==> config.mk <==
export PLATFORM = sky130hd
export DESIGN_NAME = sram_controller_flat
export DESIGN_NICKNAME = d
export VERILOG_FILES = /design/src/rtl/sram_controller_if.sv /design/src/rtl/sram_controller.sv /design/src/flat_wrapper.sv
export SDC_FILE = /design/constraint.sdc
export NUM_CORES = 1
export LEC_CHECK = 0
export BUFFER_PORTS_ARGS = -buffer_cell sky130_fd_sc_hd__buf_2
export CAP_MARGIN = 40
export CELL_PAD_IN_SITES_DETAIL_PLACEMENT = 0
export CELL_PAD_IN_SITES_GLOBAL_PLACEMENT = 1
export CORE_ASPECT_RATIO = 1.5
export CORE_MARGIN = 2
export CORE_UTILIZATION = 30
export CTS_CLUSTER_DIAMETER = 150
export DETAILED_ROUTE_END_ITERATION = 12
export PLACE_DENSITY = 0.75
export SLEW_MARGIN = 40
export SYNTH_ARGS = -nofsm -noshare
export SYNTH_HDL_FRONTEND = slang
export SYNTH_SLANG_ARGS = --single-unit
==> constraint.sdc <==
create_clock -name clk -period 2.45 [get_ports clk]
set_input_delay 0.49 -clock clk [delete_from_list [all_inputs] [get_ports clk]]
set_output_delay 0.49 -clock clk [all_outputs]
set_load 0.05 [all_outputs]
==> src/rtl/sram_controller_if.sv <==
// Request/response and SRAM-pin bundle for sram_controller.
// The slave modport is the controller's view; master is the bus-master plus SRAM-array side.
interface sram_controller_if #(
  parameter int AW        = 6,
  parameter int WORD_SIZE = 32
);
  logic                 req_valid;
  logic                 req_ready;
  logic                 req_we;
  logic [AW-1:0]        req_addr;
  logic [WORD_SIZE-1:0] req_wdata;
  logic                 rsp_valid;
  logic [WORD_SIZE-1:0] rsp_rdata;
  logic [AW-1:0]        mem_addr;
  logic [WORD_SIZE-1:0] mem_data_out;
  logic [WORD_SIZE-1:0] mem_data_in;
  logic                 mem_cs_n;
  logic                 mem_we_n;
  logic                 mem_oe_n;

  modport slave (
    input  req_valid, req_we, req_addr, req_wdata, mem_data_in,
    output req_ready, rsp_valid, rsp_rdata,
    output mem_addr, mem_data_out, mem_cs_n, mem_we_n, mem_oe_n
  );

  modport master (
    output req_valid, req_we, req_addr, req_wdata, mem_data_in,
    input  req_ready, rsp_valid, rsp_rdata,
    input  mem_addr, mem_data_out, mem_cs_n, mem_we_n, mem_oe_n
  );
endinterface

==> src/rtl/sram_controller.sv <==
// Synchronous initiator for the asynchronous ramchip SRAM: SETUP/ACCESS/HOLD strobe sequencing.
// Define SRAM_CTRL_STATS_EN to add saturating rd_count/wr_count outputs.
module sram_controller #(
  parameter int ADDRESS_SIZE = 64,
  parameter int WORD_SIZE    = 32,
  parameter int WAIT_CYCLES  = 2
) (
  input  logic             clk,
  input  logic             rst_n,
  sram_controller_if.slave bus
`ifdef SRAM_CTRL_STATS_EN
  ,
  output logic [15:0]      rd_count,
  output logic [15:0]      wr_count
`endif
);
  localparam int AW = $clog2(ADDRESS_SIZE);
  localparam logic [3:0]           WAIT_LOAD  = 4'(WAIT_CYCLES - 1);
  localparam logic [WORD_SIZE-1:0] RDATA_OOR  = '0;

  typedef enum logic [1:0] {IDLE, SETUP, ACCESS, HOLD} state_t;

  state_t     state, state_nxt;
  logic [3:0] wait_cnt, wait_cnt_nxt;
  logic       op_we, op_inr;
  logic       accept, req_inr, last_access;
  logic       cs_n_nxt, we_n_nxt, oe_n_nxt, rsp_valid_nxt;
  logic       acc_we_n, acc_oe_n;

  assign bus.req_ready = (state == IDLE);
  assign accept        = bus.req_valid && bus.req_ready;
  assign req_inr       = ({{(32-AW){1'b0}}, bus.req_addr} < 32'(ADDRESS_SIZE));
  // Out-of-range operations keep every strobe parked high.
  assign acc_we_n      = !(op_inr && op_we);
  assign acc_oe_n      = !(op_inr && !op_we);

  always_ff @(posedge clk or negedge rst_n) begin
    if (!rst_n) begin
      state    <= IDLE;
      wait_cnt <= '0;
    end else begin
      state    <= state_nxt;
      wait_cnt <= wait_cnt_nxt;
    end
  end

  // Strobe values are computed for the upcoming state so they can be registered.
  always_comb begin
    state_nxt     = state;
    wait_cnt_nxt  = wait_cnt;
    cs_n_nxt      = 1'b1;
    we_n_nxt      = 1'b1;
    oe_n_nxt      = 1'b1;
    rsp_valid_nxt = 1'b0;
    last_access   = 1'b0;
    unique case (state)
      IDLE: begin
        if (accept) begin
          state_nxt = SETUP;
          cs_n_nxt  = !req_inr;
        end
      end
      SETUP: begin
        state_nxt    = ACCESS;
        wait_cnt_nxt = WAIT_LOAD;
        cs_n_nxt     = !op_inr;
        we_n_nxt     = acc_we_n;
        oe_n_nxt     = acc_oe_n;
      end
      ACCESS: begin
        cs_n_nxt = !op_inr;
        if (wait_cnt == 4'd0) begin
          state_nxt     = HOLD;
          last_access   = 1'b1;
          rsp_valid_nxt = !op_we;
        end else begin
          wait_cnt_nxt = wait_cnt - 4'd1;
          we_n_nxt     = acc_we_n;
          oe_n_nxt     = acc_oe_n;
        end
      end
      HOLD: begin
        state_nxt = IDLE;
      end
      default: begin
        state_nxt = IDLE;
      end
    endcase
  end

  always_ff @(posedge clk or negedge rst_n) begin
    if (!rst_n) begin
      op_we            <= 1'b0;
      op_inr           <= 1'b0;
      bus.mem_addr     <= '0;
      bus.mem_data_out <= '0;
      bus.mem_cs_n     <= 1'b1;
      bus.mem_we_n     <= 1'b1;
      bus.mem_oe_n     <= 1'b1;
      bus.rsp_valid    <= 1'b0;
      bus.rsp_rdata    <= '0;
    end else begin
      bus.mem_cs_n  <= cs_n_nxt;
      bus.mem_we_n  <= we_n_nxt;
      bus.mem_oe_n  <= oe_n_nxt;
      bus.rsp_valid <= rsp_valid_nxt;
      if (accept) begin
        op_we            <= bus.req_we;
        op_inr           <= req_inr;
        bus.mem_addr     <= bus.req_addr;
        bus.mem_data_out <= bus.req_wdata;
      end
      // Read data is sampled on the last edge that OE is still asserted.
      if (last_access && !op_we) begin
        bus.rsp_rdata <= op_inr ? bus.mem_data_in : RDATA_OOR;
      end
    end
  end

`ifdef SRAM_CTRL_STATS_EN
  function automatic logic [15:0] sat_inc(input logic [15:0] v);
    return (v == 16'hFFFF) ? v : v + 16'd1;
  endfunction

  always_ff @(posedge clk or negedge rst_n) begin
    if (!rst_n) begin
      rd_count <= '0;
      wr_count <= '0;
    end else if (last_access && op_inr) begin
      if (op_we) wr_count <= sat_inc(wr_count);
      else       rd_count <= sat_inc(rd_count);
    end
  end
`endif
endmodule
==> src/flat_wrapper.sv <==
// flat-port wrapper written by rule: the top's interface ports become plain ports
module sram_controller_flat 
#(
  parameter int ADDRESS_SIZE = 64,
  parameter int WORD_SIZE    = 32,
  parameter int WAIT_CYCLES  = 2
)
  (clk, rst_n, bus_req_valid, bus_req_we, bus_req_addr, bus_req_wdata, bus_mem_data_in, bus_req_ready, bus_rsp_valid, bus_rsp_rdata, bus_mem_addr, bus_mem_data_out, bus_mem_cs_n, bus_mem_we_n, bus_mem_oe_n);
  sram_controller_if #(.WORD_SIZE(WORD_SIZE)) bus_i ();
  input  logic clk;
  input  logic rst_n;
  input wire logic [$bits(bus_i.req_valid)-1:0] bus_req_valid;
  input wire logic [$bits(bus_i.req_we)-1:0] bus_req_we;
  input wire logic [$bits(bus_i.req_addr)-1:0] bus_req_addr;
  input wire logic [$bits(bus_i.req_wdata)-1:0] bus_req_wdata;
  input wire logic [$bits(bus_i.mem_data_in)-1:0] bus_mem_data_in;
  output wire logic [$bits(bus_i.req_ready)-1:0] bus_req_ready;
  output wire logic [$bits(bus_i.rsp_valid)-1:0] bus_rsp_valid;
  output wire logic [$bits(bus_i.rsp_rdata)-1:0] bus_rsp_rdata;
  output wire logic [$bits(bus_i.mem_addr)-1:0] bus_mem_addr;
  output wire logic [$bits(bus_i.mem_data_out)-1:0] bus_mem_data_out;
  output wire logic [$bits(bus_i.mem_cs_n)-1:0] bus_mem_cs_n;
  output wire logic [$bits(bus_i.mem_we_n)-1:0] bus_mem_we_n;
  output wire logic [$bits(bus_i.mem_oe_n)-1:0] bus_mem_oe_n;
  assign bus_i.req_valid = bus_req_valid;
  assign bus_i.req_we = bus_req_we;
  assign bus_i.req_addr = bus_req_addr;
  assign bus_i.req_wdata = bus_req_wdata;
  assign bus_i.mem_data_in = bus_mem_data_in;
  assign bus_req_ready = bus_i.req_ready;
  assign bus_rsp_valid = bus_i.rsp_valid;
  assign bus_rsp_rdata = bus_i.rsp_rdata;
  assign bus_mem_addr = bus_i.mem_addr;
  assign bus_mem_data_out = bus_i.mem_data_out;
  assign bus_mem_cs_n = bus_i.mem_cs_n;
  assign bus_mem_we_n = bus_i.mem_we_n;
  assign bus_mem_oe_n = bus_i.mem_oe_n;
  sram_controller #(.ADDRESS_SIZE(ADDRESS_SIZE), .WORD_SIZE(WORD_SIZE), .WAIT_CYCLES(WAIT_CYCLES)) u_core (.clk(clk), .rst_n(rst_n), .bus(bus_i));
endmodule
==> flow_summary.json <==
{
  "die_area_um2": 11600,
  "worstPathRequired_ns": 2.72,
  "globalRouteTotalUtil_pct": 12.0,
  "met3_usage_pct": 4.52,
  "worst_hold_path_type": "in2async",
  "clk_latency_ns": 0.33,
  "regArea_um2": 2060,
  "crit_path_start_kind": "flip-flop",
  "synth_top_flop_cell": "dfrtp_1",
  "finalNetCount": 442,
  "syn_inst": 208,
  "start_util_pct": 30.6,
  "use_met1_pct": 13.7,
  "antennaDiodeCount": 0,
  "fmax_ghz": 0.507,
  "fp-row-count": 46,
  "cts_buffer_depth": 2,
  "yosys.area_share.xor_xnor_pct": 0.272,
  "yosysUniqueCellTypes": 31,
  "postRouteAntennaNets": 0,
  "fin_skew_ns": 0.00652,
  "r2r_cells": 6,
  "setup_slack_ns": 0.476,
  "synth_top_family_by_area": "multiplexers",
  "antenna_found_initial": 0,
  "synth_top_area_cell": "dfrtp_1",
  "yosys.area_share.simple_pct": 3.69,
  "path_class": "reg2reg",
  "path_cells": "inv_1 > ha_1 > inv_1 > nor4b_4 > buf_4 > a22o_2",
  "via_per_inst": 4.52,
  "synth_area_per_cell_um2": 15.5,
  "coreArea_um2": 10500,
  "finalSetupViolCount": 0,
  "period_needed_ns": 1.97,
  "outcome": "completed",
  "place.gp.congestion": 0.743,
  "yosys-top-cells-area": "dfrtp_1 (61%), mux2_2 (14%), a22o_2 (8.7%)",
  "async_flop_share_pct": 100,
  "synth_adder_area_share_pct": 2.72,
  "pin_count": 149,
  "yosysSeqAreaShare_pct": 63.9,
  "grt_setup_unrepaired": "no",
  "grt_pass1_vias": 2353,
  "cts.sinks": 82,
  "fin_crit_sh_pct": 80.6,
  "synth_compound_area_share_pct": 12.4,
  "drcViolationCount": 0,
  "use_met2_pct": 20.5,
  "slew_headroom_pct": 61.1,
  "num_vias": 2299,
  "first_pass_iters": 4,
  "end_kind": "flip-flop",
  "grt_max_degree": 66,
  "syn_area_um2": 3220,
  "drv_slew": 0,
  "port_buffers": 148,
  "arrival_ns": 2.24,
  "synth.top_cell.area_share_pct": 61.4,
  "synth_nets": 289,
  "htreeDepth": 3,
  "tns_ns": 0,
  "layout_commonest_cell": "buf_2",
  "overflow": 0,
  "grt_pass1_wl_um": 10800,
  "worst_pin_slew_ns": 0.584,
  "fillerInstances": 1031,
  "busiest_layer": "met2",
  "totalWireLength_um": 7090,
  "crit_path_top_delay_cell": "dfrtp_1",
  "ys_warn_count": 0,
  "cts_tree": "done",
  "ctsHoldBuffers": 0,
  "place_worst_setup_slack_ns": 0.474,
  "hpwl_um": 5180,
  "drv_cap": 0,
  "cts.clk_slew.worst_paths_ns": 0.06,
  "die_w_um": 88.6,
  "drt_iter0_drc": 47,
  "dieHeight_um": 131,
  "final_cell_mix": "buf_2 (147), dfrtp_1 (79), mux2_2 (40)",
  "cts_root_buffer": "clkbuf_16",
  "cpMostUsedCell": "inv_1",
  "multi_input_comb_area_um2": 1070,
  "post_cts_buffers": 0,
  "synth_edf_count": 0,
  "synth.area.mux_share_pct": 14.0,
  "ys_seq_elements": 82,
  "cpPeakStageDelay_ns": 0.41,
  "ctsResizeCount": 0,
  "wl_per_cell_um": 13.9,
  "cts-buffers-inserted": 9,
  "area_growth_syn_to_layout_pct": 37.9,
  "crit_fanout": 32,
  "drive_gt1_share_pct": 67.4,
  "finalHoldViolations": 0
}
## sequential cells by signal, indices dropped and copies added (netlist names)
name                     cells
u_core.bus.mem_addr          6
u_core.state                 2
u_core.op_we                 1
u_core.bus.rsp_valid         1
u_core.wait_cnt              4
u_core.bus.mem_we_n          1
u_core.bus.mem_oe_n          1
u_core.bus.mem_data_out     32
u_core.bus.rsp_rdata        32
u_core.op_inr                1
u_core.bus.mem_cs_n          1
## logic make-up after synthesis
family / after synthesis
simple gates: 15
xor+xnor: 1
buf+inv: 19
compound gates: 44
fa+ha+maj: 7
mux: 40
flops: 82
## layout make-up
| class | count | area share, % |
|---|---|---|
| inverter | 8 | 0.677 |
| sequential | 82 | 46.3 |
| clock inverter | 6 | 1.86 |
| tap | 144 | 4.06 |
| clock buffer | 9 | 5.07 |
| timing repair buffer | 153 | 18.0 |
| multi-input combinational | 107 | 24.0 |
## routing by layer
layer	wire, um	vias up
li1	-	1061
met2	3580	101
met5	0	-
met1	2800	1129
met3	612	8
met4	95	0
## metrics by stage
stage	instance area [um^2]	hold WS, ns	utilization, %	instances
6_report	4440	0.149	42.1	509
5_1_grt	4440	0.191	42.1	509
4_1_cts	4430	0.282	42.1	509
3_5_place_dp	4130	0.487	39.2	494
3_3_place_gp	4130	0.483	39.2	494
2_1_floorplan	3220	0.194	-	208
## path summary, 6_finish.rpt
| path | start | end | slack (ns) |
|---|---|---|---|
| min reg2reg | u_core.bus.mem_addr[5] | u_core.bus.mem_addr[5] | 0.50 |
| max in group asynchronous | rst_n | u_core.bus.mem_data_out[26] | 1.73 |
| max | u_core.state[0] | u_core.bus.rsp_rdata[29] | 0.48 |
| min in group clk | bus_mem_data_in[14] | u_core.bus.rsp_rdata[14] | 0.38 |
| max reg2reg | u_core.state[0] | u_core.bus.rsp_rdata[29] | 0.48 |
| min | rst_n | u_core.bus.rsp_rdata[7] | 0.15 |
## worst max-delay path, delay by kind of cell, from the launching register on
| kind | cells | cell delay, ns |
|---|---|---|
| AO/OA/AOI/OAI | 1 | 0.20 |
| adder cells (fa/ha/maj) | 1 | 0.39 |
| buffers and inverters | 3 | 0.64 |
| flip-flops | 1 | 0.41 |
| AND/OR/NAND/NOR | 1 | 0.27 |
## cell usage after synthesis (2+ instances only)
cell type  instances
a22o_2            28
nand3_1            2
a22o_1             4
nand2_1            4
inv_1              8
a21oi_1            3
mux2_2            40
dfrtp_1           79
dfstp_2            3
buf_2              4
ha_1               7
o21ai_0            2
buf_6              3
clkbuf_1           4
Power is not shown: default switching activity piles up to over one toggle a cycle in this logic, so the estimate is an artifact.
